$ cat src/rtl/hazard_unit_if.sv
// Pipeline <-> hazard unit signal bundle: decode/execute/writeback fields in,
// stall/flush/forwarding controls and statistics out.
interface hazard_unit_if #(
  parameter int CNT_W = 16
);
  logic [4:0]       IFID_rs1;
  logic [4:0]       IFID_rs2;
  logic             IFID_uses_rs2;
  logic             IDEX_MemRead;
  logic [4:0]       IDEX_rd;
  logic [4:0]       IDEX_rs1;
  logic [4:0]       IDEX_rs2;
  logic             EXMEM_RegWrite;
  logic [4:0]       EXMEM_rd;
  logic             MEMWB_RegWrite;
  logic [4:0]       MEMWB_rd;
  logic             branch_taken;

  logic             PCWrite;
  logic             IFIDWrite;
  logic             IDEX_bubble;
  logic             IFID_flush;
  logic [1:0]       ForwardA;
  logic [1:0]       ForwardB;
  logic [CNT_W-1:0] stall_count;
  logic [CNT_W-1:0] flush_count;

  // pipeline side
  modport master (
    output IFID_rs1, IFID_rs2, IFID_uses_rs2, IDEX_MemRead, IDEX_rd, IDEX_rs1,
           IDEX_rs2, EXMEM_RegWrite, EXMEM_rd, MEMWB_RegWrite, MEMWB_rd,
           branch_taken,
    input  PCWrite, IFIDWrite, IDEX_bubble, IFID_flush, ForwardA, ForwardB,
           stall_count, flush_count
  );

  // hazard unit side
  modport slave (
    input  IFID_rs1, IFID_rs2, IFID_uses_rs2, IDEX_MemRead, IDEX_rd, IDEX_rs1,
           IDEX_rs2, EXMEM_RegWrite, EXMEM_rd, MEMWB_RegWrite, MEMWB_rd,
           branch_taken,
    output PCWrite, IFIDWrite, IDEX_bubble, IFID_flush, ForwardA, ForwardB,
           stall_count, flush_count
  );
endinterface

$ cat src/rtl/hazard_unit.sv
// Pipeline hazard unit: load-use stall, taken-branch flush window, operand
// forwarding select and saturating stall/flush statistics.
//
// state | meaning
// RUN   | normal issue; load-use stalls possible
// FLUSH | post-branch window; fcnt counts remaining flush cycles
module hazard_unit #(
  parameter int FLUSH_CYCLES = 2,
  parameter int CNT_W        = 16
) (
  input  logic         clk,
  input  logic         reset,
  hazard_unit_if.slave hif
);

  typedef enum logic {RUN, FLUSH} state_e;

  localparam logic [3:0] FCNT_LOAD = 4'(FLUSH_CYCLES - 1);

  state_e           state_q, state_d;
  logic [3:0]       fcnt_q, fcnt_d;
  logic [CNT_W-1:0] stall_cnt_q, stall_cnt_d;
  logic [CNT_W-1:0] flush_cnt_q, flush_cnt_d;
  logic             lu;
  logic             stall_evt;

  // load-use detection against the instruction currently in decode
  always_comb begin
    lu = hif.IDEX_MemRead && (hif.IDEX_rd != 5'd0) &&
         ((hif.IDEX_rd == hif.IFID_rs1) ||
          (hif.IFID_uses_rs2 && (hif.IDEX_rd == hif.IFID_rs2)));
  end

  // next state and pipeline controls; a taken branch overrides everything
  always_comb begin
    state_d         = state_q;
    fcnt_d          = fcnt_q;
    stall_evt       = 1'b0;
    hif.PCWrite     = 1'b1;
    hif.IFIDWrite   = 1'b1;
    hif.IDEX_bubble = 1'b0;
    hif.IFID_flush  = 1'b0;
    if (hif.branch_taken) begin
      hif.IFID_flush  = 1'b1;
      hif.IDEX_bubble = 1'b1;
      if (FLUSH_CYCLES > 1) begin
        state_d = FLUSH;
        fcnt_d  = FCNT_LOAD;
      end else begin
        state_d = RUN;
        fcnt_d  = 4'd0;
      end
    end else begin
      case (state_q)
        RUN: begin
          if (lu) begin
            hif.PCWrite     = 1'b0;
            hif.IFIDWrite   = 1'b0;
            hif.IDEX_bubble = 1'b1;
            stall_evt       = 1'b1;
          end
        end
        FLUSH: begin
          hif.IFID_flush  = 1'b1;
          hif.IDEX_bubble = 1'b1;
          if (fcnt_q <= 4'd1) begin
            state_d = RUN;
            fcnt_d  = 4'd0;
          end else begin
            fcnt_d = fcnt_q - 4'd1;
          end
        end
        default: begin
          state_d = RUN;
          fcnt_d  = 4'd0;
        end
      endcase
    end
    // reset holds the pipeline frozen and flushed regardless of inputs
    if (reset) begin
      hif.PCWrite     = 1'b0;
      hif.IFIDWrite   = 1'b0;
      hif.IDEX_bubble = 1'b1;
      hif.IFID_flush  = 1'b1;
    end
  end

  // forwarding select: EX/MEM has priority over MEM/WB, x0 never forwards
  always_comb begin
    hif.ForwardA = 2'b00;
    hif.ForwardB = 2'b00;
    if (hif.EXMEM_RegWrite && hif.EXMEM_rd != 5'd0 && hif.EXMEM_rd == hif.IDEX_rs1)
      hif.ForwardA = 2'b10;
    else if (hif.MEMWB_RegWrite && hif.MEMWB_rd != 5'd0 && hif.MEMWB_rd == hif.IDEX_rs1)
      hif.ForwardA = 2'b01;
    if (hif.EXMEM_RegWrite && hif.EXMEM_rd != 5'd0 && hif.EXMEM_rd == hif.IDEX_rs2)
      hif.ForwardB = 2'b10;
    else if (hif.MEMWB_RegWrite && hif.MEMWB_rd != 5'd0 && hif.MEMWB_rd == hif.IDEX_rs2)
      hif.ForwardB = 2'b01;
    if (reset) begin
      hif.ForwardA = 2'b00;
      hif.ForwardB = 2'b00;
    end
  end

  // saturating statistics counters
  always_comb begin
    stall_cnt_d = stall_cnt_q;
    flush_cnt_d = flush_cnt_q;
    if (stall_evt && stall_cnt_q != '1)
      stall_cnt_d = stall_cnt_q + CNT_W'(1);
    if (hif.branch_taken && flush_cnt_q != '1)
      flush_cnt_d = flush_cnt_q + CNT_W'(1);
  end

  assign hif.stall_count = stall_cnt_q;
  assign hif.flush_count = flush_cnt_q;

  // state, flush counter and statistics registers
  always_ff @(posedge clk or posedge reset) begin
    if (reset) begin
      state_q     <= RUN;
      fcnt_q      <= 4'd0;
      stall_cnt_q <= '0;
      flush_cnt_q <= '0;
    end else begin
      state_q     <= state_d;
      fcnt_q      <= fcnt_d;
      stall_cnt_q <= stall_cnt_d;
      flush_cnt_q <= flush_cnt_d;
    end
  end

endmodule

$ cat src/flat_wrapper.sv
// flat-port wrapper written by rule: the top's interface ports become plain ports
module hazard_unit_flat 
#(
  parameter int FLUSH_CYCLES = 2,
  parameter int CNT_W        = 16
)
  (clk, reset, hif_IFID_rs1, hif_IFID_rs2, hif_IFID_uses_rs2, hif_IDEX_MemRead, hif_IDEX_rd, hif_IDEX_rs1, hif_IDEX_rs2, hif_EXMEM_RegWrite, hif_EXMEM_rd, hif_MEMWB_RegWrite, hif_MEMWB_rd, hif_branch_taken, hif_PCWrite, hif_IFIDWrite, hif_IDEX_bubble, hif_IFID_flush, hif_ForwardA, hif_ForwardB, hif_stall_count, hif_flush_count);
  hazard_unit_if #(.CNT_W(CNT_W)) hif_i ();
  input  logic clk;
  input  logic reset;
  input wire logic [$bits(hif_i.IFID_rs1)-1:0] hif_IFID_rs1;
  input wire logic [$bits(hif_i.IFID_rs2)-1:0] hif_IFID_rs2;
  input wire logic [$bits(hif_i.IFID_uses_rs2)-1:0] hif_IFID_uses_rs2;
  input wire logic [$bits(hif_i.IDEX_MemRead)-1:0] hif_IDEX_MemRead;
  input wire logic [$bits(hif_i.IDEX_rd)-1:0] hif_IDEX_rd;
  input wire logic [$bits(hif_i.IDEX_rs1)-1:0] hif_IDEX_rs1;
  input wire logic [$bits(hif_i.IDEX_rs2)-1:0] hif_IDEX_rs2;
  input wire logic [$bits(hif_i.EXMEM_RegWrite)-1:0] hif_EXMEM_RegWrite;
  input wire logic [$bits(hif_i.EXMEM_rd)-1:0] hif_EXMEM_rd;
  input wire logic [$bits(hif_i.MEMWB_RegWrite)-1:0] hif_MEMWB_RegWrite;
  input wire logic [$bits(hif_i.MEMWB_rd)-1:0] hif_MEMWB_rd;
  input wire logic [$bits(hif_i.branch_taken)-1:0] hif_branch_taken;
  output wire logic [$bits(hif_i.PCWrite)-1:0] hif_PCWrite;
  output wire logic [$bits(hif_i.IFIDWrite)-1:0] hif_IFIDWrite;
  output wire logic [$bits(hif_i.IDEX_bubble)-1:0] hif_IDEX_bubble;
  output wire logic [$bits(hif_i.IFID_flush)-1:0] hif_IFID_flush;
  output wire logic [$bits(hif_i.ForwardA)-1:0] hif_ForwardA;
  output wire logic [$bits(hif_i.ForwardB)-1:0] hif_ForwardB;
  output wire logic [$bits(hif_i.stall_count)-1:0] hif_stall_count;
  output wire logic [$bits(hif_i.flush_count)-1:0] hif_flush_count;
  assign hif_i.IFID_rs1 = hif_IFID_rs1;
  assign hif_i.IFID_rs2 = hif_IFID_rs2;
  assign hif_i.IFID_uses_rs2 = hif_IFID_uses_rs2;
  assign hif_i.IDEX_MemRead = hif_IDEX_MemRead;
  assign hif_i.IDEX_rd = hif_IDEX_rd;
  assign hif_i.IDEX_rs1 = hif_IDEX_rs1;
  assign hif_i.IDEX_rs2 = hif_IDEX_rs2;
  assign hif_i.EXMEM_RegWrite = hif_EXMEM_RegWrite;
  assign hif_i.EXMEM_rd = hif_EXMEM_rd;
  assign hif_i.MEMWB_RegWrite = hif_MEMWB_RegWrite;
  assign hif_i.MEMWB_rd = hif_MEMWB_rd;
  assign hif_i.branch_taken = hif_branch_taken;
  assign hif_PCWrite = hif_i.PCWrite;
  assign hif_IFIDWrite = hif_i.IFIDWrite;
  assign hif_IDEX_bubble = hif_i.IDEX_bubble;
  assign hif_IFID_flush = hif_i.IFID_flush;
  assign hif_ForwardA = hif_i.ForwardA;
  assign hif_ForwardB = hif_i.ForwardB;
  assign hif_stall_count = hif_i.stall_count;
  assign hif_flush_count = hif_i.flush_count;
  hazard_unit #(.FLUSH_CYCLES(FLUSH_CYCLES), .CNT_W(CNT_W)) u_core (.clk(clk), .reset(reset), .hif(hif_i));
endmodule
$ cat config.mk
export PLATFORM = sky130hd
export DESIGN_NAME = hazard_unit_flat
export DESIGN_NICKNAME = d
export VERILOG_FILES = /design/src/rtl/hazard_unit_if.sv /design/src/rtl/hazard_unit.sv /design/src/flat_wrapper.sv
export SDC_FILE = /design/constraint.sdc
export NUM_CORES = 1
export LEC_CHECK = 0
export CAP_MARGIN = 10
export CORE_UTILIZATION = 45
export CTS_BUF_LIST = sky130_fd_sc_hd__clkbuf_8
export DETAILED_ROUTE_END_ITERATION = 6
export HOLD_SLACK_MARGIN = 0.08
export PLACE_DENSITY = 0.81
export RECOVER_POWER = 25
export SYNTH_ARGS = -nofsm -noshare
export SYNTH_HDL_FRONTEND = slang
export SYNTH_SLANG_ARGS = --single-unit
$ cat constraint.sdc
create_clock -name clk -period 3.8 [get_ports clk]
set_input_delay 0.95 -clock clk [delete_from_list [all_inputs] [get_ports clk]]
set_output_delay 0.95 -clock clk [all_outputs]
set_load 0.02 [all_outputs]
# Word-level counts from Yosys, hierarchy flattened
# Cells that the tools add are included.
dict set report classes {
  n_addsub 3
  n_lt_le_gt_ge 1
  n_eq_ne 8
  n_mux 25
  bitwise_logic 1
  n_reduce_logical 16
}
# op count
set ops {}
lappend ops {{$add A16 B1 Y16 const B} 2}
lappend ops {{$ne A16 B16 Y1 const B} 2}
lappend ops {{$eq A5 B5 Y1} 6}
lappend ops {{$mux W1} 17}
lappend ops {{$reduce_bool A5 Y1} 3}
lappend ops {{$mux W4} 3}
lappend ops {{$logic_and A1 B1 Y1} 11}
lappend ops {{$mux W2} 4}
lappend ops {{$le A4 B1 Y1 const B} 1}
lappend ops {{$sub A4 B1 Y4 const B} 1}
lappend ops {{$pmux W1 S2} 1}
lappend ops {{$reduce_bool A2 Y1} 1}
lappend ops {{$logic_or A1 B1 Y1} 1}
lappend ops {{$not A1 Y1} 1}
dict set report word_totals {
  ff_bits 37
  in_bits 42
  out_inout_bits 40
  elab_cells 58
}

# Logic depth before layout (Yosys ltp)
dict set report depth {
  depth_word 8
  depth_mapped 8
  ltp_nobuf 7
}

# Least setup slack after synthesis
# Ideal clock, no wire load.
dict set report synth_path {
  path_type {input to output}
  from {input port reset}
  to {output port hif_ForwardB[0]}
  t_arrival_ns 3.155
  required_time_ns 2.850
  setup_slack_ns -0.305
  path_stages 4
  n_path_buf 0
  path_cell_list {inv_1 > o211ai_1 > or4_1 > nor4_1}
}
dict set report synth_between {
  elab_chain_len 1
}
# element line
set synth_rtl {}
lappend synth_rtl {{start, declared} flat_wrapper.sv:10} ;# input logic reset;
lappend synth_rtl {{$mux W2} hazard_unit.sv:100} ;# if (reset) begin
lappend synth_rtl {{end, declared} flat_wrapper.sv:28} ;# output wire logic [$bits(hif_i.ForwardB)-1:0] hif_ForwardB;
# Every way passes these cells.

# Worst setup path in the final report
dict set report layout_path {
  from {input port hif_IDEX_rd[3]}
  to {output port hif_IDEX_bubble}
}
dict set report layout_between {
  elab_chain_len 8
  word_cells_on_any_way 11
  cone_classes {eq/ne (2); mux (4); reduce/logical (5)}
}
# element line
set layout_rtl {}
lappend layout_rtl {{start, declared} flat_wrapper.sv:15} ;# input wire logic [$bits(hif_i.IDEX_rd)-1:0] hif_IDEX_rd;
lappend layout_rtl {{$eq A5 B5 Y1} hazard_unit.sv:31} ;# (hif.IFID_uses_rs2 && (hif.IDEX_rd == hif.IFID_rs2)));
lappend layout_rtl {{$logic_and A1 B1 Y1} hazard_unit.sv:31}
lappend layout_rtl {{$logic_or A1 B1 Y1} hazard_unit.sv:30} ;# ((hif.IDEX_rd == hif.IFID_rs1) ||
lappend layout_rtl {{$logic_and A1 B1 Y1 *} hazard_unit.sv:29} ;# lu = hif.IDEX_MemRead && (hif.IDEX_rd != 5'd0) &&
lappend layout_rtl {{$mux W1 *} hazard_unit.sv:56} ;# if (lu) begin
lappend layout_rtl {{$pmux W1 S2 *} hazard_unit.sv:54} ;# case (state_q)
lappend layout_rtl {{$mux W1 *} hazard_unit.sv:43} ;# if (hif.branch_taken) begin
lappend layout_rtl {{$mux W1 *} hazard_unit.sv:80} ;# if (reset) begin
lappend layout_rtl {{end, declared} flat_wrapper.sv:25} ;# output wire logic [$bits(hif_i.IDEX_bubble)-1:0] hif_IDEX_bubble;
# Mark *: on every way between the ends. The rest lies on a longest branch, timed or not.

==> summary.txt <==
Run status
  • Status: finished clean

Placed design
  • Final Wtd Congestion: between 0.8 and 0.9
  • Dpl cells: about 380
  • IO buf count: 81
  • Detail Placement HPWL: 4.16 mm

Clocking
  • Clock tree from TritonCTS: built
  • Clock root cell: clkbuf_8
  • TritonCTS buffer count: 5
  • Clk sink count: 37
  • Worst skew pair latency: about 0.29 ns
  • H-Tree Depth: 2
  • Reg clk slew, reported paths: around 0.07 ns
  • Post-CTS Setup Bufs: 0
  • Hold-fix buffers, CTS: 0
  • CTS max path bufs: 2

Worst setup path
  • CP required: about 2.9 ns
  • Max FO, Critical Path: 3
  • Reg2reg end: u_core.hif.stall_count[1]
  • Setup Crit Path Kind: in2out
  • CP max stage cell: or4_1
  • Crit-path cells: clkdlybuf4s50_1, or4_1, o21ai_2, nor2_1, or2_2, dlygate4sd2_1
  • Worst Path Arrival: 2.79 ns
  • CP startpoint: hif_IDEX_rd[3]
  • Reg2Reg Setup Slack: 1.76 ns
  • Reg-to-Reg Start: u_core.hif.stall_count[0]
  • CP peak stage delay: 0.55 ns
  • End point of the critical path: hif_IDEX_bubble
  • Worst reg2reg path depth: 7
  • CP Launch Type: input port
  • Setup crit end kind: output pin

Final layout
  • Diode count: 0
  • Commonest non-fill, non-tap cell in the layout: clkdlybuf4s50_1
  • Area Growth Syn to Fin: 54.3%
  • Most frequent cells in the layout: 73 x clkdlybuf4s50_1, 37 x dfrtp_1, 36 x xnor2_1
  • Final Core Density: 0.718
  • Layout cell share with drive strength beyond 1: 0.155
  • Fillers: approximately 340
  • Final net count: 367
  • Post-Layout Cell Count: 389

Floorplan
  • Die footprint: about 5200 um2
  • Starting Density: 0.465
  • Die Width: between 70 and 80 um
  • # IOs: slightly above 80
  • Die Ht: 71.9 um
  • Core box area: 4720 um2
  • Rows: 25

Global route
  • Vias in the first global route: slightly above 2,000
  • All-Layer GR Usage: 0.217
  • GRT Residual Overflow: 0
  • Pin count of the biggest net entering global routing: 39
  • Initial antenna violation count: 0
  • First-pass GRT wire length: roughly 9 mm

Routing
  • Number of vias per cell: between 5 and 6
  • First-pass iteration count of the detailed router: 4
  • # DRC: 0
  • Total routed wirelength: 5.23 mm
  • WL per Instance: between 10 and 15 um
  • Post-route ant nets: 0
  • Initial drt markers: slightly above 100
  • Via count: approximately 1,900

Timing
  • TNS Setup: 0 ns
  • Worst clock skew: about 0.0086 ns
  • RSZ-0062 raised after global routing: no
  • # setup viols final: 0
  • Max Fclk: 267 MHz
  • Tmin final: between 3 and 4 ns
  • Tcrit/Tclk final: 0.985
  • Final hold viol count: 0
  • Slew headroom: 0.618
  • Worst Tran Pin Value: roughly 0.57 ns
  • Worst hold slack: roughly 0.5 ns
  • Slew Viols, Final: 0

Yosys
  • Sequential cell area fraction in the yosys report: 0.421
  • Area of the mapped netlist: roughly 2200 um2
  • Most common flop cell mapped by yosys: dfrtp_1
  • Post-synth cell types: 36
  • Post-synth ARST share: 1.00
  • Cells after Synth: 210
  • Seq cells post-synth: 37
  • Mean Syn Cell Area: ~10 um2
  • Yosys warns: 0
  • Net count after synthesis: between 200 and 300
  • Post-synth EDFFs: 0

Power and ir drop
  • Pwr dens: between 300 and 400 nW/um2
  • Lkg Pwr: ~1.5 nW
  • Worst IR Drop VDD: around 0.25 mV

Min path
  • Hold WC Path Type: reg2reg

Flow run
  • Max cap viols: 0
## report_power, final
group / total [mW] / switching (mW) / internal [mW]
combinational: 0.356 / 0.167 / 0.189
clock: 0.411 / 0.146 / 0.264
sequential: 0.497 / 0.0591 / 0.438
total: 1.26 / 0.372 / 0.892
## state kept, by name, summed over array words and instances, names as in the netlist
signal	cells
u_core.fcnt_q	4
u_core.hif.stall_count	16
u_core.state_q	1
u_core.hif.flush_count	16
## cells by family (layout without fill, tap and decap cells)
logic type               Yosys count  after routing  synth area share
AND/OR/NAND/NOR                   86             86             0.239
XOR/XNOR                          60             60             0.246
flip-flops                        37             37             0.421
AO/OA/AOI/OAI                     11             11            0.0353
buffers and inverters              9            121            0.0205
adder cells (fa/ha/maj)            4              4            0.0228
multiplexers                       3              3            0.0148
## how the worst min path moves through the flow
stage	startpoint	to	cells after the start
global placement	u_core.hif.stall_count[9]	u_core.hif.stall_count[9]	1
CTS	u_core.hif.stall_count[9]	u_core.hif.stall_count[9]	1
floorplan	u_core.fcnt_q[1]	u_core.fcnt_q[1]	2
finish	u_core.hif.stall_count[9]	u_core.hif.stall_count[9]	1
global route	u_core.hif.stall_count[9]	u_core.hif.stall_count[9]	1
detailed placement	u_core.hif.stall_count[9]	u_core.hif.stall_count[9]	1
## metrics by stage
step	setup WS (ns)	power (mW)	area, um2
floorplan	0.130	0.669	2200
detailed placement	-0.332	0.864	3260
finish	0.0559	1.26	3390
CTS	0.0234	1.27	3400
global placement	-0.275	0.852	3260
global route	0.0102	1.32	3390
## layout make-up
class | instances | area [um2] | share of cell area
flip-flops and latches | 37 | 926 | 0.273
clock inverters | 3 | 68.8 | 0.0203
clock buffers | 5 | 68.8 | 0.0203
well taps | 67 | 83.8 | 0.0247
inverters | 7 | 30.0 | 0.00886
repair buffers | 106 | 986 | 0.291
multi-input cells | 164 | 1230 | 0.362
## worst max-delay path: cells and delay by family
| family | cells | cell delay (ns) |
|---|---|---|
| AND/OR/NAND/NOR | 3 | 0.92 |
| buffers and inverters | 2 | 0.77 |
| AO/OA/AOI/OAI | 1 | 0.16 |
## timing repair
item | CTS | global route
cloned | 0 | 0
resized for setup | 8 | 6
pin swaps | 0 | 0
setup endpoints to repair | 7 | 4
## layer usage
metal,up-vias,track usage,share of wire
met5,-,0,0
met4,0,0.0610,0.013
met3,8,0.0464,0.042
met2,52,0.406,0.53
met1,932,0.247,0.41
li1,956,-,-
## synth_stat cells (all sizes together), types with 3 or more instances
| cell type | number | share of area |
|---|---|---|
| and3 | 5 | 0.014 |
| nor4 | 5 | 0.017 |
| nand2 | 13 | 0.022 |
| a21oi | 3 | 0.0068 |
| or4 | 4 | 0.014 |
| xor2 | 22 | 0.088 |
| nor3 | 10 | 0.028 |
| inv | 7 | 0.012 |
| ha | 4 | 0.023 |
| nor2 | 13 | 0.022 |
| nand4 | 12 | 0.048 |
| nand3 | 16 | 0.046 |
| dfrtp | 37 | 0.42 |
| xnor2 | 38 | 0.16 |
Note: power is estimated with default switching activity, not from simulation.
